--- src/rtl/pipe_pkg.sv ---
// Shared pipeline types for hazard detection.
// Shadow-entry layout and forward-select encoding.
package pipe_pkg;

  localparam int REG_AW = 5;
  localparam int FWD_RF = 0;

  typedef struct packed {
    logic              valid;
    logic [REG_AW-1:0] dst;
    logic              wen;
    logic              is_load;
  } shadow_t;

endpackage

--- src/rtl/hazard_forward_unit_if.sv ---
// ID-stage hazard bundle between decode and the hazard unit.
// master = decode side, slave = hazard unit.
interface hazard_forward_unit_if #(
  parameter int REG_AW = 5,
  parameter int NSRC   = 2,
  parameter int SELW   = 2
);

  logic                   id_valid;
  logic [NSRC*REG_AW-1:0] id_src;
  logic [NSRC-1:0]        id_src_use;
  logic [REG_AW-1:0]      id_dst;
  logic                   id_wen;
  logic                   id_is_load;
  logic                   id_is_branch;
  logic                   flush;
  logic                   stall;
  logic [NSRC*SELW-1:0]   fwd_sel;
  logic [15:0]            stall_count;

  modport master (
    output id_valid, id_src, id_src_use,
    output id_dst, id_wen, id_is_load,
    output id_is_branch, flush,
    input  stall, fwd_sel, stall_count
  );

  modport slave (
    input  id_valid, id_src, id_src_use,
    input  id_dst, id_wen, id_is_load,
    input  id_is_branch, flush,
    output stall, fwd_sel, stall_count
  );

endinterface

--- src/rtl/hazard_match.sv ---
// Compares one source operand against every shadow entry.
// Returns eligible mask, load-hit mask and youngest hit.
module hazard_match
  import pipe_pkg::*;
#(
  parameter int NSTAGE = 3,
  parameter int IDXW   = 2
) (
  input  logic [REG_AW-1:0]       src,
  input  logic                    src_use,
  input  shadow_t [NSTAGE-1:0]    ents,
  output logic [NSTAGE-1:0]       elig,
  output logic [NSTAGE-1:0]       load_hit,
  output logic                    hit,
  output logic [IDXW-1:0]         young_idx
);

  // Scan oldest to youngest so the youngest hit wins
  always_comb begin
    elig      = '0;
    load_hit  = '0;
    hit       = 1'b0;
    young_idx = '0;
    for (int j = NSTAGE - 1; j >= 0; j--) begin
      elig[j] = ents[j].valid & ents[j].wen
              & (ents[j].dst != '0)
              & (ents[j].dst == src)
              & src_use;
      load_hit[j] = elig[j] & ents[j].is_load;
      if (elig[j]) begin
        hit       = 1'b1;
        young_idx = IDXW'(j);
      end
    end
  end

endmodule

--- src/rtl/hazard_forward_unit.sv ---
// Load-use / branch stall detection and forward select.
// Tracks in-flight producers in a shadow pipe.
module hazard_forward_unit
  import pipe_pkg::*;
#(
  parameter int REG_AW = pipe_pkg::REG_AW,
  parameter int NSRC   = 2,
  parameter int NSTAGE = 3,
  parameter int SELW   = $clog2(NSTAGE + 1)
) (
  input logic                 CLK,
  input logic                 RESET,
  hazard_forward_unit_if.slave h
);

  localparam int IDXW = (NSTAGE > 1) ? $clog2(NSTAGE) : 1;

  shadow_t [NSTAGE-1:0]  shadow_q, shadow_d;
  logic [NSRC*SELW-1:0]  fwd_sel_q, fwd_sel_d;
  logic [15:0]           cnt_q, cnt_d;

  logic [NSTAGE-1:0]     elig     [NSRC];
  logic [NSTAGE-1:0]     load_hit [NSRC];
  logic [NSRC-1:0]       hit;
  logic [IDXW-1:0]       young    [NSRC];

  logic lu_haz, br_haz, stall, advance;

  for (genvar k = 0; k < NSRC; k++) begin : g_match
    hazard_match #(
      .NSTAGE (NSTAGE),
      .IDXW   (IDXW)
    ) u_match (
      .src       (h.id_src[k*REG_AW +: REG_AW]),
      .src_use   (h.id_src_use[k]),
      .ents      (shadow_q),
      .elig      (elig[k]),
      .load_hit  (load_hit[k]),
      .hit       (hit[k]),
      .young_idx (young[k])
    );
  end

  // Combine per-operand matches into stall causes
  always_comb begin
    lu_haz = 1'b0;
    br_haz = 1'b0;
    for (int k = 0; k < NSRC; k++) begin
      lu_haz = lu_haz | load_hit[k][0];
      br_haz = br_haz | elig[k][0] | load_hit[k][1];
    end
  end

  assign stall = RESET & h.id_valid & ~h.flush
               & (lu_haz | (h.id_is_branch & br_haz));
  assign advance = h.id_valid & ~stall & ~h.flush;

  // Shadow shift, forward select and stall counter
  always_comb begin
    shadow_d    = '0;
    fwd_sel_d   = '0;
    cnt_d       = cnt_q;
    if (advance) begin
      shadow_d[0].valid   = 1'b1;
      shadow_d[0].dst     = h.id_dst;
      shadow_d[0].wen     = h.id_wen;
      shadow_d[0].is_load = h.id_is_load;
    end
    for (int i = 1; i < NSTAGE; i++) begin
      shadow_d[i] = shadow_q[i-1];
    end
    for (int k = 0; k < NSRC; k++) begin
      fwd_sel_d[k*SELW +: SELW] = SELW'(FWD_RF);
      if (advance && hit[k]) begin
        fwd_sel_d[k*SELW +: SELW] = SELW'(young[k]) + SELW'(1);
      end
    end
    if (stall && cnt_q != 16'hFFFF) begin
      cnt_d = cnt_q + 16'd1;
    end
  end

  // State registers
  always_ff @(posedge CLK or negedge RESET) begin
    if (!RESET) begin
      shadow_q  <= '0;
      fwd_sel_q <= '0;
      cnt_q     <= '0;
    end else begin
      shadow_q  <= shadow_d;
      fwd_sel_q <= fwd_sel_d;
      cnt_q     <= cnt_d;
    end
  end

  assign h.stall       = stall;
  assign h.fwd_sel     = fwd_sel_q;
  assign h.stall_count = cnt_q;

endmodule

--- src/flat_wrapper.sv ---
// flat-port wrapper written by rule: the top's interface ports become plain ports
module hazard_forward_unit_flat import pipe_pkg::*;
#(
  parameter int REG_AW = pipe_pkg::REG_AW,
  parameter int NSRC   = 2,
  parameter int NSTAGE = 3,
  parameter int SELW   = $clog2(NSTAGE + 1)
)
  (CLK, RESET, h_id_valid, h_id_src, h_id_src_use, h_id_dst, h_id_wen, h_id_is_load, h_id_is_branch, h_flush, h_stall, h_fwd_sel, h_stall_count);
  hazard_forward_unit_if #(.REG_AW(REG_AW), .NSRC(NSRC), .SELW(SELW)) h_i ();
  input logic CLK;
  input logic RESET;
  input wire logic [$bits(h_i.id_valid)-1:0] h_id_valid;
  input wire logic [$bits(h_i.id_src)-1:0] h_id_src;
  input wire logic [$bits(h_i.id_src_use)-1:0] h_id_src_use;
  input wire logic [$bits(h_i.id_dst)-1:0] h_id_dst;
  input wire logic [$bits(h_i.id_wen)-1:0] h_id_wen;
  input wire logic [$bits(h_i.id_is_load)-1:0] h_id_is_load;
  input wire logic [$bits(h_i.id_is_branch)-1:0] h_id_is_branch;
  input wire logic [$bits(h_i.flush)-1:0] h_flush;
  output wire logic [$bits(h_i.stall)-1:0] h_stall;
  output wire logic [$bits(h_i.fwd_sel)-1:0] h_fwd_sel;
  output wire logic [$bits(h_i.stall_count)-1:0] h_stall_count;
  assign h_i.id_valid = h_id_valid;
  assign h_i.id_src = h_id_src;
  assign h_i.id_src_use = h_id_src_use;
  assign h_i.id_dst = h_id_dst;
  assign h_i.id_wen = h_id_wen;
  assign h_i.id_is_load = h_id_is_load;
  assign h_i.id_is_branch = h_id_is_branch;
  assign h_i.flush = h_flush;
  assign h_stall = h_i.stall;
  assign h_fwd_sel = h_i.fwd_sel;
  assign h_stall_count = h_i.stall_count;
  hazard_forward_unit #(.REG_AW(REG_AW), .NSRC(NSRC), .NSTAGE(NSTAGE), .SELW(SELW)) u_core (.CLK(CLK), .RESET(RESET), .h(h_i));
endmodule
--- config.mk ---
export PLATFORM = sky130hd
export DESIGN_NAME = hazard_forward_unit_flat
export DESIGN_NICKNAME = d
export VERILOG_FILES = /design/src/rtl/pipe_pkg.sv /design/src/rtl/hazard_forward_unit_if.sv /design/src/rtl/hazard_match.sv /design/src/rtl/hazard_forward_unit.sv /design/src/flat_wrapper.sv
export SDC_FILE = /design/constraint.sdc
export NUM_CORES = 1
export LEC_CHECK = 0
export CORE_AREA = 5 5 93 95
export DETAILED_ROUTE_END_ITERATION = 16
export DIE_AREA = 0 0 98 100
export DONT_BUFFER_PORTS = 1
export SLEW_MARGIN = 5
export SYNTH_ARGS = -nofsm -noshare
export SYNTH_HDL_FRONTEND = slang
export SYNTH_HIERARCHICAL = 1
export SYNTH_SLANG_ARGS = --single-unit
--- constraint.sdc ---
create_clock -name CLK -period 4.1 [get_ports CLK]
set_input_delay 0.82 -clock CLK [delete_from_list [all_inputs] [get_ports CLK]]
set_output_delay 0.82 -clock CLK [all_outputs]
set_load 0.1 [all_outputs]
==> results of run 1 <==
-- layout make-up --
class / instances / area, um2 / share of cell area
Sequential cell: 43 / 1080 / 0.430
Clock inverter: 3 / 26.3 / 0.0105
Clock buffer: 5 / 68.8 / 0.0275
Tap cell: 102 / 128 / 0.0511
Timing Repair Buffer: 13 / 97.6 / 0.0390
Multi-Input combinational cell: 132 / 1050 / 0.421
Inverter: 13 / 51.3 / 0.0205
-- cells in the final DEF (no fill, tap or decap), types with 3 or more instances in the layout --
cell	count
nand3_1	6
xor2_1	10
o2111ai_1	5
nor4_1	4
nand2_1	3
inv_1	12
nor4b_1	3
nor2_1	5
o211ai_1	3
clkbuf_8	5
nor3b_1	3
and2_1	10
a222oi_1	4
nand2b_1	6
xnor2_1	17
and3_1	10
buf_4	13
dfrtp_1	43
-- sequential cells by signal (all words and copies together), names as in the netlist --
signal	flops
u_core/shadow_q	7
u_core/h.fwd_sel	4
u_core/h.stall_count	16
u_core/shadow_d	16
-- power groups by stage --
stage / clock network (uW) / logic, uW / registers, uW
floorplan: 0 / 27.1 / 449
global placement: 0 / 32.4 / 452
detailed placement: 0 / 32.8 / 452
CTS: 289 / 32.9 / 443
global route: 312 / 37.1 / 445
finish: 277 / 32.7 / 443
-- through the flow --
step | worst slack, ns | cells | power [uW] | hold slack (ns)
2_1_floorplan | 0.842 | 191 | 476 | 0.359
3_3_place_gp | 0.715 | 303 | 484 | 0.369
3_5_place_dp | 0.668 | 303 | 484 | 0.372
4_1_cts | 0.588 | 311 | 765 | 0.198
5_1_grt | 0.352 | 311 | 794 | 0.176
6_report | 0.612 | 311 | 752 | 0.208
-- worst paths after layout --
kind | startpoint | end | slack (ns) | depth (start not counted)
max in group asynchronous | RESET | u_core/h.stall_count[12] | 3.80 | 0
worst max register to register | u_core/shadow_d[21] | u_core/h.stall_count[1] | 1.14 | 9
worst min-delay path | RESET | u_core/shadow_d[13] | 0.21 | 0
min in group CLK | u_core/shadow_d[17] | u_core/shadow_q[17] | 0.39 | 0
worst min register to register | u_core/shadow_d[17] | u_core/shadow_q[17] | 0.39 | 0
worst max-delay path | u_core/shadow_d[21] | h_stall | 0.61 | 7
-- routing by layer --
layer / part of all wire / up-vias / GRT usage
met2: 0.49 / 34 / 0.161
met4: 0.019 / 0 / 0.0394
met5: 0 / - / 0
met1: 0.45 / 740 / 0.136
met3: 0.042 / 6 / 0.0278
li1: - / 738 / -
==> flow_summary.yaml, run 1 <==
sta:
  tightest_slew_ns: 0.989
  hold_violations: 0
  maxSlewHeadroom: 0.341
  layout_min_cycle_time_ns: 3.49
  fmax_mhz: 287
  skew_ns: 0.00921
  final-setup-viol-count: 0
  rsz0062_at_grt: "false"
  tns_ns: 0
  drv_slew: 0
  fin_crit_sh: 0.851
floorplanning:
  die_area_um2: 9800
  num_rows: 32
  initial_core_util: 0.287
  die_h_um: 100
  pin_count: 45
  coreArea_um2: 7650
  die_w_um: 98
cts:
  cts_tree: "yes"
  clk_latency_ns: 0.29
  clock_path_buffers: 2
  cts_hold_buf: 0
  postCtsSetupRepairBufs: 0
  cts.sinks: 43
  cts_max_level: 2
  clk_pin_slew_ns: 0.09
  cts_resized: 0
  root_buffer: "clkbuf_8"
  cts_buffers: 5
cells_and_area:
  utilization: 0.327
  n_fill_cell: 771
  fin_area_um2: 2500
  area_growth_syn_to_layout_pct: 14.0
  nets: 233
  diodes: 0
  drive_gt1_frac: 0.182
drt:
  drtAntennaViolNets: 0
  drcViolationCount: 0
  routed-via-count: 1518
  wl_mm: 4.74
  vias_per_cell: 4.88
  drt-pass1-iter-count: 4
  post_drt_wl_per_cell_um: 15.2
  drtIter0Drc: 120
place:
  place.port_buffers: 0
  gp_congestion: 0.944
  dpl_cell_area_um2: 2400
  dp.final_hpwl_mm: 3.71
setup_path:
  slowest_delay_ns: 0.47
  critPathBufInv: 1
  critPathLaunchType: "flip-flop"
  cp_cell_sequence: "nor4_1 > nor2_1 > o2111a_2 > and2_1 > o41a_1 > o311ai_4 > inv_4"
  slowest_stage: "dfrtp_1"
  worstPathMaxFanout: 10
  crit_type: "reg -> out"
  arrival_ns: 2.67
  critPathRequiredTime_ns: 3.28
  cp-end-kind: "output pin"
  cp_top_family: "compound AO/OA/AOI/OAI gates"
power_and_ir_drop:
  power_density_nw_per_um2: 301
  vdd_drop_max_mv: 0.124
  cellInternalPower_uw: 576
  clkPwrFrac: 0.368
  power_frac_seq: 0.589
  switchingPower_uw: 177
  p_comb_frac: 0.043
  swShare: 0.235
  p_leak_uw: 0.00117
run_status:
  status: "finished, final reports clean"
logic_synthesis:
  synth_area_um2: 2190
  syn_nets: 216
  postSynthCellCount: 191
  syn_avg_cell_area_um2: 11.5
  ys_warn_count: 6
worst_hold_path:
  hp-class: "in -> async"
global_route:
  grt_max_degree: 46
  antenna_found_initial: 0
  grt_usage: 0.103
  grt_pass1_wl_mm: 8.11
  gr-total-overflow: 0
  grt_pass1_vias: 1596
job:
  drv_cap: 0
Note: power is estimated with default switching activity, not from simulation.
==> inputs of run 2 (changes only) <==
--- a/config.mk
+++ b/config.mk
@@ -5,10 +5,14 @@
 export SDC_FILE = /design/constraint.sdc
 export NUM_CORES = 1
 export LEC_CHECK = 0
+export CELL_PAD_IN_SITES_DETAIL_PLACEMENT = 0
+export CELL_PAD_IN_SITES_GLOBAL_PLACEMENT = 1
 export CORE_AREA = 5 5 93 95
 export DETAILED_ROUTE_END_ITERATION = 16
 export DIE_AREA = 0 0 98 100
 export DONT_BUFFER_PORTS = 1
+export PLACE_DENSITY_LB_ADDON = 0.1
+export SETUP_SLACK_MARGIN = 0.2
 export SLEW_MARGIN = 5
 export SYNTH_ARGS = -nofsm -noshare
 export SYNTH_HDL_FRONTEND = slang
==> flow_summary.yaml, run 2 (synthesis results as in run 1) <==
run_status:
  status: "finished, final reports clean"
global_route:
  grt_usage: 0.117
  gr-total-overflow: 0
  antenna_found_initial: 2
  grt_max_degree: 46
  grt_pass1_vias: 1698
  grt_pass1_wl_mm: 9.05
power_and_ir_drop:
  p_total_uw: 817
  vdd_drop_max_mv: 0.118
  power_density_nw_per_um2: 323
  clkPwrFrac: 0.416
  p_comb_frac: 0.041
  switchingPower_uw: 170
  power_frac_seq: 0.543
  cellInternalPower_uw: 647
  swShare: 0.208
  p_leak_uw: 0.00119
drt:
  routed-via-count: 1573
  met3WireLength_um: 504
  drt-pass1-iter-count: 4
  drtAntennaViolNets: 0
  drtIter0Drc: 81
  post_drt_wl_per_cell_um: 17.3
  wl_met2_mm: 2.66
  wl_met1_mm: 2.18
  wl_mm: 5.43
  drcViolationCount: 0
  highest_layer: "met4"
  vias_per_cell: 5.03
sta:
  layout_min_cycle_time_ns: 3.62
  fmax_mhz: 276
  fin_crit_sh: 0.882
  maxSlewHeadroom: 0.339
  skew_ns: 0.00480
  hold_violations: 0
  tightest_slew_ns: 0.991
  tns_ns: 0
  final-setup-viol-count: 0
  rsz0062_at_grt: "false"
  drv_slew: 0
floorplanning:
  die_area_um2: 9800
  die_h_um: 100
  initial_core_util: 0.287
  pin_count: 45
  coreArea_um2: 7650
  die_w_um: 98
  num_rows: 32
setup_path:
  slowest_stage: "dfrtp_1"
  critPathRequiredTime_ns: 3.28
  crit_type: "reg -> out"
  critPathLaunchType: "flip-flop"
  reg2reg_to: "u_core/h.stall_count[1]"
  arrival_ns: 2.80
  cp_top_family: "compound AO/OA/AOI/OAI gates"
  startpoint: "u_core/shadow_d[21]"
  cp-end-kind: "output pin"
  worstPathMaxFanout: 10
  cp-endpoint: "h_stall"
  cp_cell_sequence: "nor4_1 > nor2_1 > o2111a_2 > and2_1 > o41a_1 > o311ai_4 > inv_4"
  path_depth: 7
  critPathBufInv: 1
  reg2reg_from: "u_core/shadow_d[21]"
  rrSetupSlack_ns: 1.01
  slowest_delay_ns: 0.47
  reg2regPathDepth: 9
place:
  place.port_buffers: 0
  dp.final_hpwl_mm: 4.16
  dp.cells: 303
  gp_congestion: 0.797
cells_and_area:
  final_common_cell: "dfrtp_1"
  fin_cells: 313
  multi_input_area_um2: 1050
  drive_gt1_frac: 0.182
  nets: 233
  mostFrequentLayoutCells: "43 x dfrtp_1, 17 x xnor2_1, 13 x buf_4"
  n_fill_cell: 783
  seqCellArea_um2: 1080
  area_growth_syn_to_layout_pct: 15.3
cts:
  cts_buffers: 5
  cts_resized: 0
  cts_tree: "yes"
  cts_hold_buf: 0
  postCtsSetupRepairBufs: 0
  cts.sinks: 43
  root_buffer: "clkbuf_8"
  clk_pin_slew_ns: 0.08
  clk_latency_ns: 0.29
  cts_max_level: 2
  clock_path_buffers: 2
job:
  drv_cap: 0
worst_hold_path:
  hp-class: "in -> async"
[run 2: how the worst min path moves through the flow]
stage / from / to / depth (start not counted)
6_report: RESET / u_core/shadow_q[22] / 0
5_1_grt: RESET / u_core/shadow_q[21] / 0
4_1_cts: RESET / u_core/h.stall_count[15] / 0
3_5_place_dp: u_core/shadow_d[17] / u_core/shadow_q[17] / 0
3_3_place_gp: u_core/shadow_d[23] / u_core/shadow_q[23] / 0
2_1_floorplan: u_core/shadow_d[8] / u_core/shadow_d[16] / 0
[run 2: through the flow]
stage / hold slack (ns) / util / instance area (um2) / setup WS (ns)
finish: 0.215 / 0.330 / 2530 / 0.483
global route: 0.190 / 0.330 / 2530 / 0.303
CTS: 0.201 / 0.330 / 2520 / 0.470
detailed placement: 0.381 / 0.314 / 2400 / 0.677
global placement: 0.370 / 0.314 / 2400 / 0.675
floorplan: 0.359 / - / 2190 / 0.842
[run 2: area by class of cell]
type                    instances  area share
multi-input cells             132       0.416
clock buffers                   6      0.0327
flip-flops and latches         43       0.426
clock inverters                 2      0.0139
inverters                      13      0.0203
well taps                     102      0.0505
diodes                          2     0.00198
repair buffers                 13      0.0386
[run 2: power groups by stage]
stage / registers (uW) / logic (uW) / clock network [uW]
global placement: 452 / 34.2 / 0
detailed placement: 452 / 33.9 / 0
floorplan: 449 / 27.1 / 0
finish: 444 / 33.9 / 340
CTS: 444 / 34.1 / 354
global route: 445 / 38.4 / 376
[run 2: layer usage]
metal | up-vias | GRT usage
met3 | 10 | 0.0507
li1 | 737 | -
met4 | 0 | 0.0437
met5 | - | 0
met2 | 49 | 0.197
met1 | 777 | 0.133
[run 2: worst register-to-register path, delay by kind of cell (launching register included)]
kind | cells | cell delay (ns)
AO/OA/AOI/OAI | 4 | 1.32
buffers and inverters | 1 | 0.26
AND/OR/NAND/NOR | 3 | 0.61
flip-flops | 1 | 0.47
multiplexers | 1 | 0.33
==> inputs of run 3 (changes only) <==
--- a/config.mk
+++ b/config.mk
@@ -5,12 +5,14 @@
 export SDC_FILE = /design/constraint.sdc
 export NUM_CORES = 1
 export LEC_CHECK = 0
+export ABC_AREA = 1
 export CELL_PAD_IN_SITES_DETAIL_PLACEMENT = 0
 export CELL_PAD_IN_SITES_GLOBAL_PLACEMENT = 1
-export CORE_AREA = 5 5 93 95
+export CORE_AREA = 2 2 99 101
 export DETAILED_ROUTE_END_ITERATION = 16
-export DIE_AREA = 0 0 98 100
+export DIE_AREA = 0 0 101 103
 export DONT_BUFFER_PORTS = 1
+export MAX_ROUTING_LAYER = met4
 export PLACE_DENSITY_LB_ADDON = 0.1
 export SETUP_SLACK_MARGIN = 0.2
 export SLEW_MARGIN = 5
==> flow_summary.yaml, run 3 <==
sta:
  final-setup-viol-count: 0
  tns_ns: 0
  drv_slew: 0
  fin_crit_sh: 0.687
  maxSlewHeadroom: 0.287
  hold_violations: 0
  rsz0062_at_grt: "false"
  skew_ns: 0.0103
  fmax_mhz: 355
  tightest_slew_ns: 1.07
  layout_min_cycle_time_ns: 2.82
drt:
  wl_mm: 7.06
  drtIter0Drc: 67
  routed-via-count: 2266
  drt-pass1-iter-count: 4
  drcViolationCount: 0
  post_drt_wl_per_cell_um: 13.6
  vias_per_cell: 4.37
  drtAntennaViolNets: 0
setup_path:
  rrSetupSlack_ns: 1.80
  critPathRequiredTime_ns: 3.28
  reg2reg_to: "u_core/h.stall_count[14]"
  crit_top_cell: "nand2_1"
  critPathLaunchType: "flip-flop"
  critPathBufInv: 2
  cp-end-kind: "output pin"
  cp_top_family: "simple AND/OR/NAND/NOR gates"
  reg2regPathDepth: 14
  reg2reg_from: "u_core/shadow_d[20]"
  slowest_stage: "dfrtp_1"
  arrival_ns: 2.00
  cp_cell_sequence: "inv_1 > nand2_1 > nand2_1 > nor2_4 > nand4_4 > nor2_2 > nor2_1 > nand2_1 > nand2_1 > a21boi_2 > buf_4"
  slowest_delay_ns: 0.51
  worstPathMaxFanout: 7
  crit_type: "reg -> out"
cts:
  clk_pin_slew_ns: 0.09
  cts_tree: "yes"
  postCtsSetupRepairBufs: 0
  cts_resized: 0
  cts_buffers: 5
  cts.sinks: 43
  cts_max_level: 2
  clock_path_buffers: 2
  cts_hold_buf: 0
  clk_latency_ns: 0.30
  root_buffer: "clkbuf_8"
floorplanning:
  die_w_um: 101
  coreArea_um2: 9460
  num_rows: 36
  die_h_um: 103
  die_area_um2: 10400
  initial_core_util: 0.284
  pin_count: 45
power_and_ir_drop:
  vdd_drop_max_mv: 0.134
  power_density_nw_per_um2: 280
  power_frac_seq: 0.526
  p_comb_frac: 0.064
  clkPwrFrac: 0.410
  p_leak_uw: 0.00160
  cellInternalPower_uw: 637
  swShare: 0.245
  switchingPower_uw: 207
logic_synthesis:
  syn_nets: 410
  postSynthCellCount: 385
  synth_area_um2: 2690
  syn_avg_cell_area_um2: 6.98
  ys_warn_count: 6
cells_and_area:
  drive_gt1_frac: 0.176
  fin_area_um2: 3020
  diodes: 0
  nets: 428
  n_fill_cell: 1050
  final_common_cell: "nand2_1"
  area_growth_syn_to_layout_pct: 12.4
  mostFrequentLayoutCells: "146 x nand2_1, 59 x nor2_1, 45 x inv_1"
worst_hold_path:
  hp-class: "in -> async"
global_route:
  grt_max_degree: 45
  grt_pass1_wl_mm: 12.0
  grt_usage: 0.156
  antenna_found_initial: 0
  grt_pass1_vias: 2316
  gr-total-overflow: 0
job:
  drv_cap: 0
place:
  dp.final_hpwl_mm: 5.55
  place.port_buffers: 0
  dpl_cell_area_um2: 2900
  gp_congestion: 0.810
run_status:
  status: "finished, final reports clean"
-- run 3: cell count changes in the layout (fill, tap and decap cells not counted), sizes merged, moves of 5 or more --
cell     previous run  this run
xor2               10         5
o21ai               5        10
nand4               1        11
xnor2              17         6
nand3               7        13
inv                13        57
nor2                5        75
and2               12         0
nand2               3       162
nand2b              6         0
and3               10         0
nor4                6         0
o2111ai             5         0
-- run 3: cell type report --
type / instances / area [um2] / area share
Clock buffer: 5 / 68.8 / 0.0228
Multi-Input combinational cell: 284 / 1380 / 0.456
Timing Repair Buffer: 13 / 97.6 / 0.0323
Sequential cell: 43 / 1080 / 0.356
Inverter: 56 / 210 / 0.0696
Clock inverter: 3 / 47.5 / 0.0157
Tap cell: 114 / 143 / 0.0472
-- run 3: worst max path at each step --
| stage | startpoint | to | slack [ns] | depth (start not counted) |
|---|---|---|---|---|
| 2_1_floorplan | h_id_src[9] | h_stall | 0.88 | 10 |
| 3_3_place_gp | h_id_src[1] | h_stall | 1.29 | 11 |
| 3_5_place_dp | h_id_src[1] | h_stall | 1.27 | 11 |
| 4_1_cts | u_core/shadow_d[20] | h_stall | 1.23 | 11 |
| 5_1_grt | u_core/shadow_d[20] | h_stall | 1.05 | 11 |
| 6_report | u_core/shadow_d[20] | h_stall | 1.28 | 11 |
-- run 3: through the flow --
step           worst slack [ns]  utilization  total power, uW  hold WS, ns  cells
6_report                   1.28        0.319              844        0.201    518
5_1_grt                    1.05        0.319              889        0.175    518
4_1_cts                    1.23        0.319              862        0.189    518
3_5_place_dp               1.27        0.307              508        0.396    510
3_3_place_gp               1.29        0.307              509        0.388    510
2_1_floorplan             0.879            -              494        0.373    385
-- run 3: metal layers --
metal / track usage / vias to the layer above / part of all wire
met2: 0.257 / 39 / 0.48
met1: 0.196 / 1026 / 0.47
li1: - / 1197 / -
met5: - / - / 0
met4: 0.0385 / 0 / 0.0069
met3: 0.0339 / 4 / 0.040
-- run 3: power by group through the flow --
stage               combinational [uW]  clock, uW  sequential (uW)
global route                      63.0        379              446
finish                            53.9        346              444
detailed placement                54.7          0              453
global placement                  55.3          0              453
floorplan                         45.4          0              449
CTS                               55.0        362              445
